==> config.mk <==
export PLATFORM = sky130hd
export DESIGN_NAME = uart_rx_fsm
export DESIGN_NICKNAME = d
export VERILOG_FILES = /design/src/rtl/uart_pkg.sv /design/src/rtl/uart_rx_sync.sv /design/src/rtl/uart_rx_fsm.sv
export SDC_FILE = /design/constraint.sdc
export NUM_CORES = 1
export LEC_CHECK = 0
export ABC_AREA = 1
export ABC_CLOCK_PERIOD_IN_PS = 3650
export BUFFER_PORTS_ARGS = -buffer_cell sky130_fd_sc_hd__buf_2
export CORE_MARGIN = 2
export CORE_UTILIZATION = 55
export CTS_CLUSTER_DIAMETER = 120
export CTS_CLUSTER_SIZE = 40
export DETAILED_ROUTE_END_ITERATION = 12
export GPL_ROUTABILITY_DRIVEN = 1
export PLACE_DENSITY = 0.76
export SLEW_MARGIN = 20
export SYNTH_ARGS = -nofsm -noshare
export SYNTH_HDL_FRONTEND = slang
export SYNTH_HIERARCHICAL = 1
export SYNTH_SLANG_ARGS = --single-unit
==> constraint.sdc <==
create_clock -name clk -period 3.65 [get_ports clk]
set_input_delay 0.73 -clock clk [delete_from_list [all_inputs] [get_ports clk]]
set_output_delay 0.73 -clock clk [all_outputs]
set_load 0.005 [all_outputs]
==> src/rtl/uart_pkg.sv <==
// Shared UART frame format and receiver state encoding, used by both the RX and TX sides.
package uart_pkg;

  localparam int DEFAULT_DATA_BITS  = 8;
  localparam int DEFAULT_OVERSAMPLE = 16;

  typedef enum logic [1:0] {
    IDLE  = 2'd0,
    START = 2'd1,
    DATA  = 2'd2,
    STOP  = 2'd3
  } rx_state_t;

endpackage

==> src/rtl/uart_rx_sync.sv <==
// Metastability synchronizer for the asynchronous rx line plus a registered falling-edge flag.
module uart_rx_sync #(
  parameter int SYNC_STAGES = 2
) (
  input  logic clk,
  input  logic arst_n,
  input  logic rx,
  output logic rx_s,
  output logic fall
);

  logic [SYNC_STAGES-1:0] chain;

  // fall is computed from the value rx_s is about to take, so it lines up with rx_s itself
  always_ff @(posedge clk or negedge arst_n) begin
    if (!arst_n) begin
      chain <= '1;
      fall  <= 1'b0;
    end else begin
      chain <= {chain[SYNC_STAGES-2:0], rx};
      fall  <= chain[SYNC_STAGES-1] & ~chain[SYNC_STAGES-2];
    end
  end

  assign rx_s = chain[SYNC_STAGES-1];

endmodule

==> src/rtl/uart_rx_fsm.sv <==
// 8N1 UART receiver: 16x oversampled, centre-of-bit sampling, one-cycle valid/framing-error pulses.
module uart_rx_fsm
  import uart_pkg::*;
#(
  parameter int DATA_BITS   = DEFAULT_DATA_BITS,
  parameter int OVERSAMPLE  = DEFAULT_OVERSAMPLE,
  parameter int SYNC_STAGES = 2
) (
  input  logic                 clk,
  input  logic                 arst_n,
  input  logic                 rx_en,
  input  logic                 bclk,
  input  logic                 rx,
  output logic [DATA_BITS-1:0] rx_data,
  output logic                 rx_valid,
  output logic                 frame_err,
  output logic                 busy
);

  localparam int TICK_W = $clog2(OVERSAMPLE);
  localparam int BIT_W  = $clog2(DATA_BITS);
  localparam logic [TICK_W-1:0] HALF_TICK = TICK_W'(OVERSAMPLE / 2 - 1);
  localparam logic [TICK_W-1:0] LAST_TICK = TICK_W'(OVERSAMPLE - 1);
  localparam logic [BIT_W-1:0]  LAST_BIT  = BIT_W'(DATA_BITS - 1);

  rx_state_t state, state_n;
  logic [TICK_W-1:0]    tick, tick_n;
  logic [BIT_W-1:0]     bit_cnt, bit_cnt_n;
  logic [DATA_BITS-1:0] shift_reg, shift_n, data_n;
  logic                 valid_n, ferr_n;
  logic                 rx_s, fall;

  uart_rx_sync #(
    .SYNC_STAGES(SYNC_STAGES)
  ) u_sync (
    .clk   (clk),
    .arst_n(arst_n),
    .rx    (rx),
    .rx_s  (rx_s),
    .fall  (fall)
  );

  always_ff @(posedge clk or negedge arst_n) begin
    if (!arst_n) begin
      state     <= IDLE;
      tick      <= '0;
      bit_cnt   <= '0;
      shift_reg <= '0;
      rx_data   <= '0;
      rx_valid  <= 1'b0;
      frame_err <= 1'b0;
    end else begin
      state     <= state_n;
      tick      <= tick_n;
      bit_cnt   <= bit_cnt_n;
      shift_reg <= shift_n;
      rx_data   <= data_n;
      rx_valid  <= valid_n;
      frame_err <= ferr_n;
    end
  end

  // A bclk coinciding with the start edge is deliberately ignored: IDLE never advances tick
  always_comb begin
    state_n   = state;
    tick_n    = tick;
    bit_cnt_n = bit_cnt;
    shift_n   = shift_reg;
    data_n    = rx_data;
    valid_n   = 1'b0;
    ferr_n    = 1'b0;

    if (state != IDLE && !rx_en) begin
      state_n   = IDLE;
      tick_n    = '0;
      bit_cnt_n = '0;
    end else begin
      case (state)
        IDLE: begin
          tick_n    = '0;
          bit_cnt_n = '0;
          if (rx_en && fall) state_n = START;
        end
        START: begin
          if (bclk) begin
            if (tick == HALF_TICK) begin
              tick_n  = '0;
              state_n = rx_s ? IDLE : DATA;
            end else begin
              tick_n = tick + 1'b1;
            end
          end
        end
        DATA: begin
          if (bclk) begin
            if (tick == LAST_TICK) begin
              tick_n  = '0;
              shift_n = {rx_s, shift_reg[DATA_BITS-1:1]};
              if (bit_cnt == LAST_BIT) begin
                bit_cnt_n = '0;
                state_n   = STOP;
              end else begin
                bit_cnt_n = bit_cnt + 1'b1;
              end
            end else begin
              tick_n = tick + 1'b1;
            end
          end
        end
        STOP: begin
          if (bclk) begin
            if (tick == LAST_TICK) begin
              tick_n  = '0;
              state_n = IDLE;
              if (rx_s) begin
                data_n  = shift_reg;
                valid_n = 1'b1;
              end else begin
                ferr_n = 1'b1;
              end
            end else begin
              tick_n = tick + 1'b1;
            end
          end
        end
        default: state_n = IDLE;
      endcase
    end
  end

  assign busy = (state != IDLE);

endmodule
After elaboration in Yosys (flattened, before gate mapping):

Cells that the tools add are included.

* flip-flop bits (word level): 30
* bits of input ports: 5
* output and inout port bits: 11
* logic and storage cells: 73

* add/sub/neg operators: 2
* equal/unequal tests: 15
* mux-type cells: 32
* bitwise logic cells: 3
* reduce and logical (&&, ||, !) cells: 12

Operators by type and width (number)
* 3-bit inequality test (second input constant): 8
* 2-bit 2-to-1 mux: 10
* 4-bit 2-to-1 mux: 5
* 3-bit 2-to-1 mux: 4
* 4-bit one-hot mux with 3 select lines: 1
* 1-bit 2-to-1 mux: 10
* 2-bit one-hot mux with 4 select lines: 1
* 8-bit AND reduction: 1
* 3-bit one-hot mux with 2 select lines: 1
* 5-bit AND reduction: 1
* 4-bit by 1-bit adder with 4-bit output (second input constant): 1
* 2-bit equality test (second input constant): 2
* 4-bit by 3-bit equality test with 1-bit output (second input constant): 1
* 4-bit equality test (second input constant): 1
* 4-bit AND reduction: 1
* 3-bit by 1-bit adder with 3-bit output (second input constant): 1
* 3-bit equality test (second input constant): 1
* 3-bit by 1-bit inequality test with 1-bit output (second input constant): 1
* 3-bit AND reduction: 1
* 3-bit nonzero test: 1
* 2-bit by 1-bit equality test with 1-bit output (second input constant): 1
* 1-bit logical AND: 2
* 2-bit zero test: 1
* 1-bit inverter: 2
* other kinds (5): 5

Logic depth before layout (Yosys ltp):

* word-level depth: 6
* mapped depth: 9
* mapped depth without buffers: 9

Hierarchy:

The synthesis kept the hierarchy.

By module, submodules not included
* uart_rx_fsm: times used 1, cells an instance 154, area an instance 1310.0 um^2, sequential area each 675.6 um^2
* uart_rx_sync: times used 1, cells an instance 5, area an instance 87.6 um^2, sequential area each 77.6 um^2

Least setup slack after synthesis:

Ideal clock, no wire load.

* kind: input -> register
* from: input bclk
* to: register rx_data[5]
* setup time: 0.117 ns
* arrival time: 1.401 ns
* data required time: 3.533 ns
* setup slack: 2.132 ns
* stages: 6
* path buffers: 1
* cell sequence: inv_1 > nor3_4 > nand3_4 > buf_6 > nand2_2 > o21ai_2

* cells in the longest elaborated chain, start to end: 1

Ends and longest elaborated chain
* start: declaration: RTL line uart_rx_fsm.sv:12 `input logic bclk,`
* 5-bit AND reduction (no line)
* end signal: assignment: RTL line uart_rx_fsm.sv:57 `rx_data <= data_n;`
* end: declaration: RTL line uart_rx_fsm.sv:14 `output logic [DATA_BITS-1:0] rx_data,`

Every way passes these cells.
A chain may end at the register's enable or synchronous reset.

Final worst setup path:

* from: register state[0]
* to: output busy

* cells in the longest elaborated chain, start to end: 1

Ends and longest elaborated chain
* start: declaration: RTL line uart_rx_fsm.sv:26 `rx_state_t state, state_n;`
* start signal: assignment: RTL line uart_rx_fsm.sv:53 `state <= state_n;`
* 2-bit nonzero test: RTL line uart_rx_fsm.sv:131 `assign busy = (state != IDLE);`
* end: declaration: RTL line uart_rx_fsm.sv:17 `output logic busy`

Every way passes these cells.

==> Implementation_results.wiki <==
{| class="wikitable"
! Metric !! Value
|-
| Share of total power in combinational logic || 0.218
|-
| Highest Clock Rate || 542 MHz
|-
| Post-layout min period || 1.84 ns
|-
| Warning count from the yosys run || 6
|-
| Fraction of final layout cells sized beyond drive strength 1 || 0.235
|-
| Worst Max-Slew Pin Slew || 0.652 ns
|-
| Max FO, Critical Path || 6
|-
| Post-cts resize count || 0
|-
| Cell types occupying the most area after synthesis || sky130_fd_sc_hd__dfrtp_1, sky130_fd_sc_hd__nand2_1, sky130_fd_sc_hd__inv_1, sky130_fd_sc_hd__o21ai_2, sky130_fd_sc_hd__nand3_1
|-
| Primary FF master, synth || sky130_fd_sc_hd__dfrtp_1
|-
| Post-synthesis sequential element count || 30
|-
| Crit path capture type || primary output
|-
| H-tree depth || 2
|-
| Combined area of the multi-input logic cells || around 530 µm²
|-
| Sequential Power Share || 0.507
|-
| Wire length after detailed routing || 2370 µm
|-
| Final-layout fill cell count || around 210
|-
| Share of synthesized flip-flops with an asynchronous set or reset || 1.00
|-
| Detail Placement HPWL || 1720 µm
|-
| Later-pin clock latency in the skew report || between 0.3 and 0.4 ns
|-
| PnR worst setup slack || 1.81 ns
|-
| Clock transition time at the flip-flop clock pins of the worst setup and hold paths || 0.10 ns
|-
| RSZ-0062 raised after global routing || no
|-
| First-iteration detailed-routing DRC count || 23
|-
| Remaining antenna violation count || 0
|-
| List of most frequent post-synthesis cells || sky130_fd_sc_hd__nand2_1, sky130_fd_sc_hd__dfrtp_1, sky130_fd_sc_hd__inv_1
|-
| Mapped cell area || 0.00140 mm²
|-
| Count of distinct cell types in the synthesized netlist || 22
|-
| Vias per Instance || 5.02
|-
| Proportion of synthesized chip area in sequential cells || 0.539
|-
| Post-placement setup slack || 1.88 ns
|-
| Total core area || 0.00243 mm²
|-
| Kind of launch point of the worst setup path || flop
|-
| Overall die height || 54.4 µm
|-
| Post-synth net total || 167
|-
| Final setup violation count || 0
|-
| Clock group share of total power || 0.275
|-
| Synthesized instance count || about 160
|-
| First-pass GRT wire length || roughly 4000 µm
|-
| Number of enable-type register cells in the synthesized netlist || 0
|-
| Detail-routed net length per standard cell || 11.3 µm
|-
| Number of pins with negative max-slew slack in the final report || 0
|-
| Number of remaining DRC errors || 0
|-
| Outcome || complete, no violations
|-
| Cell chosen for the clock root || sky130_fd_sc_hd__clkbuf_4
|-
| Required time of the critical path || 2.92 ns
|-
| Horiz. Die Dim || 54.4 µm
|-
| Period utilisation layout || 0.505
|-
| Worst min-delay path class || reg -> reg
|-
| Number of global-route vias before repair || 917
|-
| Rel. slew slack || 0.565
|-
| Global-route total usage across every layer || 0.198
|-
| Worst reg-to-reg setup slack || 2.20 ns
|-
| Worst supply voltage drop on vdd || 0.299 mV
|-
| Largest area contributor in the netlist || sky130_fd_sc_hd__dfrtp_1
|-
| Number of core rows || 18
|-
| Crit Path Class || reg -> out
|-
| Number of top-level pins || 16
|-
| GP Congestion || about 0.76
|-
| Hold bufs inserted after CTS || 0
|-
| Largest net degree at the start of global routing || 31
|-
| Post-CTS setup-driven buffer insertion count || 0
|-
| Area share of the leading cell type in the synthesized netlist || 0.501
|-
| Internal power component || 501 µW
|-
| Number of vias after detailed routing || 1,050
|-
| Layout Area Growth over Synthesis || 10.7%
|-
| Starting density of the core || 0.575
|-
| # diodes || 0
|-
| Data arrival time of the worst path || 1.11 ns
|-
| Initial antenna violation count || 0
|-
| CTS sink count || 30
|-
| Leakage component of the power || 0.000847 µW
|-
| Number of max-capacitance violations reported || 0
|-
| Port-buffer cells || 15
|-
| Total Neg Setup Slack || 0 ns
|-
| Total count of hold-check failures in the final report || 0
|-
| Total CTS buffers || 5
|-
| Share of total power consumed by net switching || 0.331
|-
| Switching power of the nets || ~250 µW
|-
| GRT Residual Overflow || 0
|-
| Number of iterations in the first detailed-routing pass || 4
|-
| CTS tree || built
|-
| Clock Skew || 0.00584 ns
|-
| Top-count cell post-synth || sky130_fd_sc_hd__nand2_1
|-
| Register area || 753 µm²
|-
| Clock tree buffer depth || 2
|-
| Average footprint of a synthesized cell || 8.79 µm²
|-
| Power per unit of standard cell area || 484 mW/mm²
|-
| Post-layout nets || 186
|-
| Die Area || 0.00296 mm²
|}
worst max-delay path, stage by stage (launching register included):
cell and delay (ns):
sky130_fd_sc_hd__dfrtp_1 0.45, sky130_fd_sc_hd__inv_1 0.14, sky130_fd_sc_hd__nand2_1 0.08, sky130_fd_sc_hd__buf_2 0.13
routing by layer:
layer | track usage | vias to the layer above | share of wire | wire length [µm]
li1 | - | 534 | - | -
met1 | 0.256 | 484 | 0.46 | 1080
met2 | 0.297 | 30 | 0.48 | 1130
met3 | 0.0820 | 2 | 0.059 | 139
met4 | 0.0750 | 0 | 0.0063 | 15
met5 | 0 | - | 0 | 0
power by group through the flow:
| stage | logic (µW) | clock network [µW] | registers [µW] |
|---|---|---|---|
| finish | 163 | 206 | 380 |
| global route | 192 | 231 | 383 |
| CTS | 164 | 214 | 379 |
| detailed placement | 163 | 0 | 386 |
| global placement | 157 | 0 | 384 |
| floorplan | 134 | 0 | 372 |
cells by family after synthesis:
family                   Yosys count  share of synthesized area
adder cells (fa/ha/maj)            3                     0.0269
AO/OA/AOI/OAI                     19                     0.0886
AND/OR/NAND/NOR                   82                      0.267
flip-flops                        30                      0.539
buffers and inverters             25                     0.0788
through the flow:
stage | total power [µW] | instances | instance area (µm²) | hold WS [ns] | utilization
floorplan | 506 | 159 | 1400 | 0.360 | -
global placement | 541 | 201 | 1480 | 0.362 | 0.610
detailed placement | 549 | 201 | 1480 | 0.365 | 0.610
CTS | 758 | 209 | 1550 | 0.392 | 0.636
global route | 806 | 209 | 1550 | 0.397 | 0.636
finish | 749 | 209 | 1550 | 0.385 | 0.636
area by class of cell:
cell class                 count  area share
clock buffer                   6      0.0332
timing repair buffer          15      0.0485
sequential                    30       0.487
tap                           30      0.0243
multi-input combinational    104       0.345
inverter                      22      0.0534
clock inverter                 2     0.00809
cells in the final DEF, fill, tap and decap left out, drive strengths merged:
| cell type | synthesis | layout |
|---|---|---|
| nor3 | 2 | 2 |
| a21o | 1 | 1 |
| clkbuf | 0 | 6 |
| nor2 | 16 | 16 |
| nand2 | 51 | 51 |
| clkinvlp | 0 | 1 |
| clkinv | 0 | 1 |
| nand3 | 13 | 13 |
| ha | 3 | 3 |
| buf | 3 | 15 |
| dfrtp | 28 | 28 |
| o21ai | 16 | 16 |
| a21oi | 2 | 2 |
| inv | 22 | 22 |
| dfstp | 2 | 2 |
final timing paths:
kind                                                start                         to  cells after the start
worst max-delay path                 state[0]$_DFFE_PN0P_                       busy                      3
worst min-delay path            u_sync/chain[0]$_DFF_PN1_  u_sync/chain[1]$_DFF_PN1_                      0
worst max register to register        tick[1]$_DFFE_PN0P_     bit_cnt[1]$_DFFE_PN0P_                      8
worst min register to register  u_sync/chain[0]$_DFF_PN1_  u_sync/chain[1]$_DFF_PN1_                      0
max in group asynchronous                          arst_n        tick[2]$_DFFE_PN0P_                      1
min in group asynchronous                          arst_n     bit_cnt[1]$_DFFE_PN0P_                      1
No activity file was read; power rests on OpenSTA's default activity.
